===== src/rtl/bfp_scheduler.sv =====
// bfp_scheduler: time-shares one combinational body-fat-percentage unit
// between a female and a male request channel. A round-robin arbiter picks
// a channel, its operands are registered onto the bfp inputs, the unit is
// given a fixed settle time, and the captured range is returned over a
// valid/ready result port tagged with the channel that produced it.
module bfp_scheduler #(
    parameter int SETTLE_CYC = 2,
    parameter int CNT_W      = 8
) (
    input  logic             clk,
    input  logic             rst_n,
    // female request channel
    input  logic             f_req,
    input  logic [7:0]       f_w,
    input  logic [7:0]       f_h,
    input  logic [7:0]       f_a,
    output logic             f_ack,
    // male request channel
    input  logic             m_req,
    input  logic [7:0]       m_w,
    input  logic [7:0]       m_h,
    input  logic [7:0]       m_a,
    output logic             m_ack,
    // drive to the shared bfp unit
    output logic [7:0]       bfp_wf,
    output logic [7:0]       bfp_hf,
    output logic [7:0]       bfp_af,
    output logic [7:0]       bfp_wm,
    output logic [7:0]       bfp_hm,
    output logic [7:0]       bfp_am,
    output logic             bfp_s,
    input  logic [7:0]       bfp_range,
    // result port
    output logic             res_valid,
    input  logic             res_ready,
    output logic [7:0]       res_range,
    output logic             res_sex,
    // status
    output logic             busy,
    output logic [CNT_W-1:0] served_cnt
);

    // A settle time below one cycle makes no sense; clamp it.
    localparam int SETTLE_EFF = (SETTLE_CYC < 1) ? 1 : SETTLE_CYC;
    // The timer only ever holds SETTLE_EFF-1 down to 0.
    localparam int TMR_W      = (SETTLE_EFF <= 1) ? 1 : $clog2(SETTLE_EFF);

    typedef enum logic [1:0] {
        IDLE   = 2'd0,
        SETTLE = 2'd1,
        HOLD   = 2'd2
    } state_e;

    localparam logic SEX_F = 1'b0;
    localparam logic SEX_M = 1'b1;

    state_e           state_q, state_d;
    logic [TMR_W-1:0] tmr_q, tmr_d;
    logic             last_grant_q, last_grant_d;
    logic             f_ack_q, f_ack_d;
    logic             m_ack_q, m_ack_d;
    logic [7:0]       wf_q, wf_d, hf_q, hf_d, af_q, af_d;
    logic [7:0]       wm_q, wm_d, hm_q, hm_d, am_q, am_d;
    logic             s_q, s_d;
    logic             res_valid_q, res_valid_d;
    logic [7:0]       res_range_q, res_range_d;
    logic             res_sex_q, res_sex_d;
    logic [CNT_W-1:0] served_q, served_d;

    // Round-robin pick: a lone requester wins; on a tie the channel that
    // was not served last wins.
    logic grant_m;
    assign grant_m = m_req & (~f_req | (last_grant_q == SEX_F));

    // Next-state and datapath decode for the IDLE/SETTLE/HOLD sequencer.
    always_comb begin
        // NOTE: every variable gets its hold/default value first so no path
        // through the case leaves one unassigned, which would infer a latch.
        state_d      = state_q;
        tmr_d        = tmr_q;
        last_grant_d = last_grant_q;
        f_ack_d      = 1'b0;
        m_ack_d      = 1'b0;
        wf_d         = wf_q;
        hf_d         = hf_q;
        af_d         = af_q;
        wm_d         = wm_q;
        hm_d         = hm_q;
        am_d         = am_q;
        s_d          = s_q;
        res_valid_d  = res_valid_q;
        res_range_d  = res_range_q;
        res_sex_d    = res_sex_q;
        served_d     = served_q;

        unique case (state_q)
            IDLE: begin
                if (f_req || m_req) begin
                    if (grant_m) begin
                        // only the granted side's operand registers move
                        wm_d    = m_w;
                        hm_d    = m_h;
                        am_d    = m_a;
                        m_ack_d = 1'b1;
                    end else begin
                        wf_d    = f_w;
                        hf_d    = f_h;
                        af_d    = f_a;
                        f_ack_d = 1'b1;
                    end
                    s_d          = grant_m;
                    last_grant_d = grant_m;
                    tmr_d        = TMR_W'(SETTLE_EFF - 1);
                    state_d      = SETTLE;
                end
            end

            SETTLE: begin
                // bfp_range is only looked at on this one edge
                if (tmr_q == '0) begin
                    res_range_d = bfp_range;
                    res_sex_d   = s_q;
                    res_valid_d = 1'b1;
                    state_d     = HOLD;
                end else begin
                    tmr_d = tmr_q - 1'b1;
                end
            end

            HOLD: begin
                if (res_valid_q && res_ready) begin
                    res_valid_d = 1'b0;
                    served_d    = served_q + 1'b1;
                    state_d     = IDLE;
                end
            end

            default: begin
                state_d = IDLE;
            end
        endcase
    end

    // State and datapath registers; reset returns everything to zero with
    // the male channel marked as last served so female wins the first tie.
    always_ff @(posedge clk or negedge rst_n) begin
        if (!rst_n) begin
            state_q      <= IDLE;
            tmr_q        <= '0;
            last_grant_q <= SEX_M;
            f_ack_q      <= 1'b0;
            m_ack_q      <= 1'b0;
            wf_q         <= '0;
            hf_q         <= '0;
            af_q         <= '0;
            wm_q         <= '0;
            hm_q         <= '0;
            am_q         <= '0;
            s_q          <= 1'b0;
            res_valid_q  <= 1'b0;
            res_range_q  <= '0;
            res_sex_q    <= 1'b0;
            served_q     <= '0;
        end else begin
            // NOTE: non-blocking so every register samples the pre-edge
            // values computed above, independent of statement order.
            state_q      <= state_d;
            tmr_q        <= tmr_d;
            last_grant_q <= last_grant_d;
            f_ack_q      <= f_ack_d;
            m_ack_q      <= m_ack_d;
            wf_q         <= wf_d;
            hf_q         <= hf_d;
            af_q         <= af_d;
            wm_q         <= wm_d;
            hm_q         <= hm_d;
            am_q         <= am_d;
            s_q          <= s_d;
            res_valid_q  <= res_valid_d;
            res_range_q  <= res_range_d;
            res_sex_q    <= res_sex_d;
            served_q     <= served_d;
        end
    end

    assign f_ack      = f_ack_q;
    assign m_ack      = m_ack_q;
    assign bfp_wf     = wf_q;
    assign bfp_hf     = hf_q;
    assign bfp_af     = af_q;
    assign bfp_wm     = wm_q;
    assign bfp_hm     = hm_q;
    assign bfp_am     = am_q;
    assign bfp_s      = s_q;
    assign res_valid  = res_valid_q;
    assign res_range  = res_range_q;
    assign res_sex    = res_sex_q;
    assign served_cnt = served_q;
    assign busy       = (state_q != IDLE);

endmodule


===== config.mk =====
export PLATFORM = sky130hd
export DESIGN_NAME = bfp_scheduler
export DESIGN_NICKNAME = d
export VERILOG_FILES = /design/src/rtl/bfp_scheduler.sv
export SDC_FILE = /design/constraint.sdc
export NUM_CORES = 1
export LEC_CHECK = 0
export CORE_MARGIN = 8
export CORE_UTILIZATION = 40
export DETAILED_ROUTE_END_ITERATION = 8
export PLACE_DENSITY = 0.89
export SLEW_MARGIN = 30
export SYNTH_ARGS = -nofsm -noshare
export SYNTH_HDL_FRONTEND = slang
export SYNTH_SLANG_ARGS = --single-unit

===== constraint.sdc =====
create_clock -name clk -period 4 [get_ports clk]
set_clock_uncertainty 0.05 [all_clocks]
set_input_delay 0.8 -clock clk [delete_from_list [all_inputs] [get_ports clk]]
set_output_delay 0.8 -clock clk [all_outputs]
set_load 0.05 [all_outputs]

==> tab_implementation.tex <==
\begin{tabular}{lr}
\hline
Metric & Value \\
\hline
\multicolumn{2}{l}{\textbf{Run status}} \\
\quad Result of the run & completed \\
\multicolumn{2}{l}{\textbf{CTS}} \\
\quad Root buffer cell & clkbuf\_8 \\
\quad Number of buffers added by the clock tree synthesis step & 9 \\
\quad Quantity of gates resized following cts & 0 \\
\quad CTS tree & done \\
\quad Post-CTS Hold Fix Bufs & 0 \\
\quad Clock-pin slew of the registers on the worst-case setup and hold paths & 0.07 ns \\
\quad Clock sink count & 73 \\
\quad Buffer count from post-CTS setup fixing & 0 \\
\quad Buffers from clock root to sink, at most & 2 \\
\quad Clock latency on the worst-skew pair & 0.33 ns \\
\quad Maximum level of the CTS H-tree & 3 \\
\multicolumn{2}{l}{\textbf{Cells and area}} \\
\quad Final core occ & 0.628 \\
\quad Fillers & 573 \\
\quad Layout overhead on the synthesized area & 51.5\% \\
\quad Number of diodes added for antenna fixing & 0 \\
\quad Commonest cells after routing, fill and taps aside & clkdlybuf4s50\_1, dfrtp\_1, mux2\_4, mux2\_2, nand2\_1 \\
\quad Fraction of layout instances using a drive strength above 1 & 0.238 \\
\quad Final cell count without fillers & 422 \\
\quad Number of nets in the finished design & 380 \\
\quad Most common cell after layout, fill and taps aside & clkdlybuf4s50\_1 \\
\multicolumn{2}{l}{\textbf{Logic synthesis}} \\
\quad Prevailing post-synth register cell & dfrtp\_1 \\
\quad Flip-flop and latch count after synthesis & 73 \\
\quad Share of flip-flops with an asynchronous set or reset & 1.00 \\
\quad Number of instances in the synthesized netlist & 184 \\
\quad Synthesized cell area & 3020 µm² \\
\quad Post-synth cell types & 29 \\
\quad Synth warn & 0 \\
\quad Synthesized netlist net count & 246 \\
\quad Average cell area after synthesis & 16.4 µm² \\
\quad Sequential element share of the synthesized area & 0.604 \\
\quad Number of enable-type register cells in the synthesized netlist & 0 \\
\multicolumn{2}{l}{\textbf{Setup path}} \\
\quad Category of the critical setup timing path & register to primary output \\
\quad Worst Setup End Kind & primary output \\
\quad Startpoint of the most critical setup path & state\_q[1]\$\_DFFE\_PN0P\_ \\
\quad Worst r2r dst & res\_range[5]\$\_DFFE\_PN0P\_ \\
\quad Critical Path Source Type & register \\
\quad Data required time at the worst endpoint & 3.15 ns \\
\quad Startpoint of the lowest-slack register-to-register path & state\_q[0]\$\_DFFE\_PN0P\_ \\
\quad Timing endpoint of the critical path & busy \\
\quad R2R setup slack & 2.12 ns \\
\quad Largest driver fanout on the critical path & 9 \\
\quad Data arrival time at the worst-slack endpoint & 1.94 ns \\
\quad Path depth of the worst reg2reg path & 2 \\
\multicolumn{2}{l}{\textbf{Power and ir drop}} \\
\quad Worst IR Drop VDD & 508 µV \\
\quad Power density of the placed cells & 1010 nW/µm² \\
\quad Leakage power summed over all cells & 2.06 nW \\
\multicolumn{2}{l}{\textbf{Hold path}} \\
\quad Hold Path Origin & served\_cnt[7]\$\_DFFE\_PN0P\_ \\
\quad Cell depth of the worst hold path & 1 \\
\quad Hold/Removal Path Class & register to register \\
\multicolumn{2}{l}{\textbf{Route}} \\
\quad Post-DR vias/cell & 4.62 \\
\quad Vias post-DR & 1950 \\
\quad Detailed-router iteration count before antenna repair & 4 \\
\quad Antenna-violating nets left & 0 \\
\quad Highest Signal Layer & met4 \\
\quad Detailed-routing wirelength on met1 & 2.79 mm \\
\quad Total routed wirelength & 7.31 mm \\
\quad Number of DRC markers in iteration 0 & 37 \\
\quad Length of routed met3 wiring & 516 µm \\
\quad Count of unresolved DRC violations after routing & 0 \\
\quad Wire per inst & 17.3 µm \\
\quad Met2 wirelength from detailed routing & 3.93 mm \\
\multicolumn{2}{l}{\textbf{STA}} \\
\quad Number of endpoints failing setup at the final stage & 0 \\
\quad Worst hold margin & 0.418 ns \\
\quad Aggregate negative setup slack & 0 ns \\
\quad Peak clock frequency supported by timing & 358 MHz \\
\quad Unrepaired setup endpoints after global routing & false \\
\quad Worst slew slack as a fraction of its limit & 0.475 \\
\quad Final period utilization & 0.698 \\
\quad Clock period minus worst slack & 2.79 ns \\
\quad Number of max-slew violations in the final report & 0 \\
\quad Transition time of the tightest slew-check pin & 0.784 ns \\
\quad Final hold viol count & 0 \\
\multicolumn{2}{l}{\textbf{Die}} \\
\quad \# rows & 31 \\
\quad Number of top-level design ports & 131 \\
\quad Placeable core region & 7290 µm² \\
\quad Initial Utilization & 0.415 \\
\quad Die Area & 10600 µm² \\
\quad Die height & 103 µm \\
\quad Die width & 103 µm \\
\multicolumn{2}{l}{\textbf{Global routing}} \\
\quad Gr ovfl total & 0 \\
\quad Maximum number of pins on one net before global-route repair & 74 \\
\quad Overall Global Routing Usage & 0.139 \\
\quad Wire length of the first global-routing pass & 11.2 mm \\
\quad Number of antenna violations at the first check in global routing & 0 \\
\quad Number of global-route vias before repair & 2142 \\
\multicolumn{2}{l}{\textbf{Flow run}} \\
\quad Maximum capacitance violations & 0 \\
\multicolumn{2}{l}{\textbf{Place}} \\
\quad Total of buffers placed on input and output ports & 130 \\
\quad RD Place Congestion & 0.694 \\
\quad Detailed Place HPWL & 5.60 mm \\
\quad Placed cells & 406 \\
\hline
\end{tabular}
[flip-flops by register name (all words and copies together) (netlist names), 2 cells and up]
name	flops
state_q	2
bfp_wf	8
bfp_hf	8
served_cnt	8
res_range	8
bfp_af	8
bfp_hm	8
bfp_wm	8
bfp_am	8
[logic make-up after synthesis]
kind of cell               count (synthesis)  synth area share
and+or+nand+nor                           28            0.0674
muxes                                     57             0.258
xor gates and xnor gates                   7            0.0203
buffers and inverters                     11            0.0290
DFF                                       73             0.604
adders and majority gates                  1           0.00414
AOI/OAI and AO/OA                          7            0.0166
[per-layer routing]
layer | vias up | global-route usage
met5 | - | 0
met4 | 0 | 0.0534
met3 | 5 | 0.0493
met2 | 65 | 0.240
met1 | 977 | 0.154
li1 | 903 | -
[cells in the mapped netlist (2+ instances only)]
master   count  area (µm²)
nand3_4      2        35.0
inv_1        4        15.0
dfrtp_1     72        1800
xor2_1       3        26.3
nor3_1       2        10.0
mux2_4      37         556
mux2_2      20         225
nor2_1       3        11.3
nand4_1      2        12.5
nand2_1     12        45.0
buf_6        6        67.6
xnor2_1      4        35.0
[how the worst min path moves through the flow]
stage,to,slack [ns]
final,served_cnt[7]$_DFFE_PN0P_,0.42
after global routing,served_cnt[7]$_DFFE_PN0P_,0.43
after CTS,served_cnt[7]$_DFFE_PN0P_,0.42
after detailed placement,served_cnt[7]$_DFFE_PN0P_,0.41
after global placement,served_cnt[7]$_DFFE_PN0P_,0.41
after floorplan,bfp_af[0]$_DFFE_PN0P_,0.45
[where the power goes]
| group | switching [W] | internal [W] | leakage (nW) |
|---|---|---|---|
| registers | 0.000239 | 0.00109 | 0.876 |
| clock network | 0.000254 | 0.000352 | 0.102 |
| logic | 0.00161 | 0.00109 | 1.08 |
| total | 0.00210 | 0.00253 | 2.06 |
[per-stage QoR]
step                power, W  setup WS, ns  instance area, µm²
finish               0.00463          1.21                4580
global route         0.00483          1.11                4580
CTS                  0.00468          1.20                4580
detailed placement   0.00406          1.50                4370
global placement     0.00400          1.52                4370
floorplan            0.00319          2.30                3020
[worst max-delay path, cell delays in order, from the launching register on]
cell and delay, ns:
dfrtp_1 0.66, nor2_8 0.08, inv_1 0.07, clkdlybuf4s50_1 0.81
[area by class of cell]
class	count	area, µm²	share of cell area
flip-flops and latches	73	1830	0.399
repair buffers	130	1300	0.284
multi-input cells	100	1110	0.242
clock buffers	13	139	0.0303
well taps	99	124	0.0270
clock inverters	3	65.1	0.0142
inverters	4	15.0	0.00328
No activity file was read; power rests on OpenSTA's default activity.
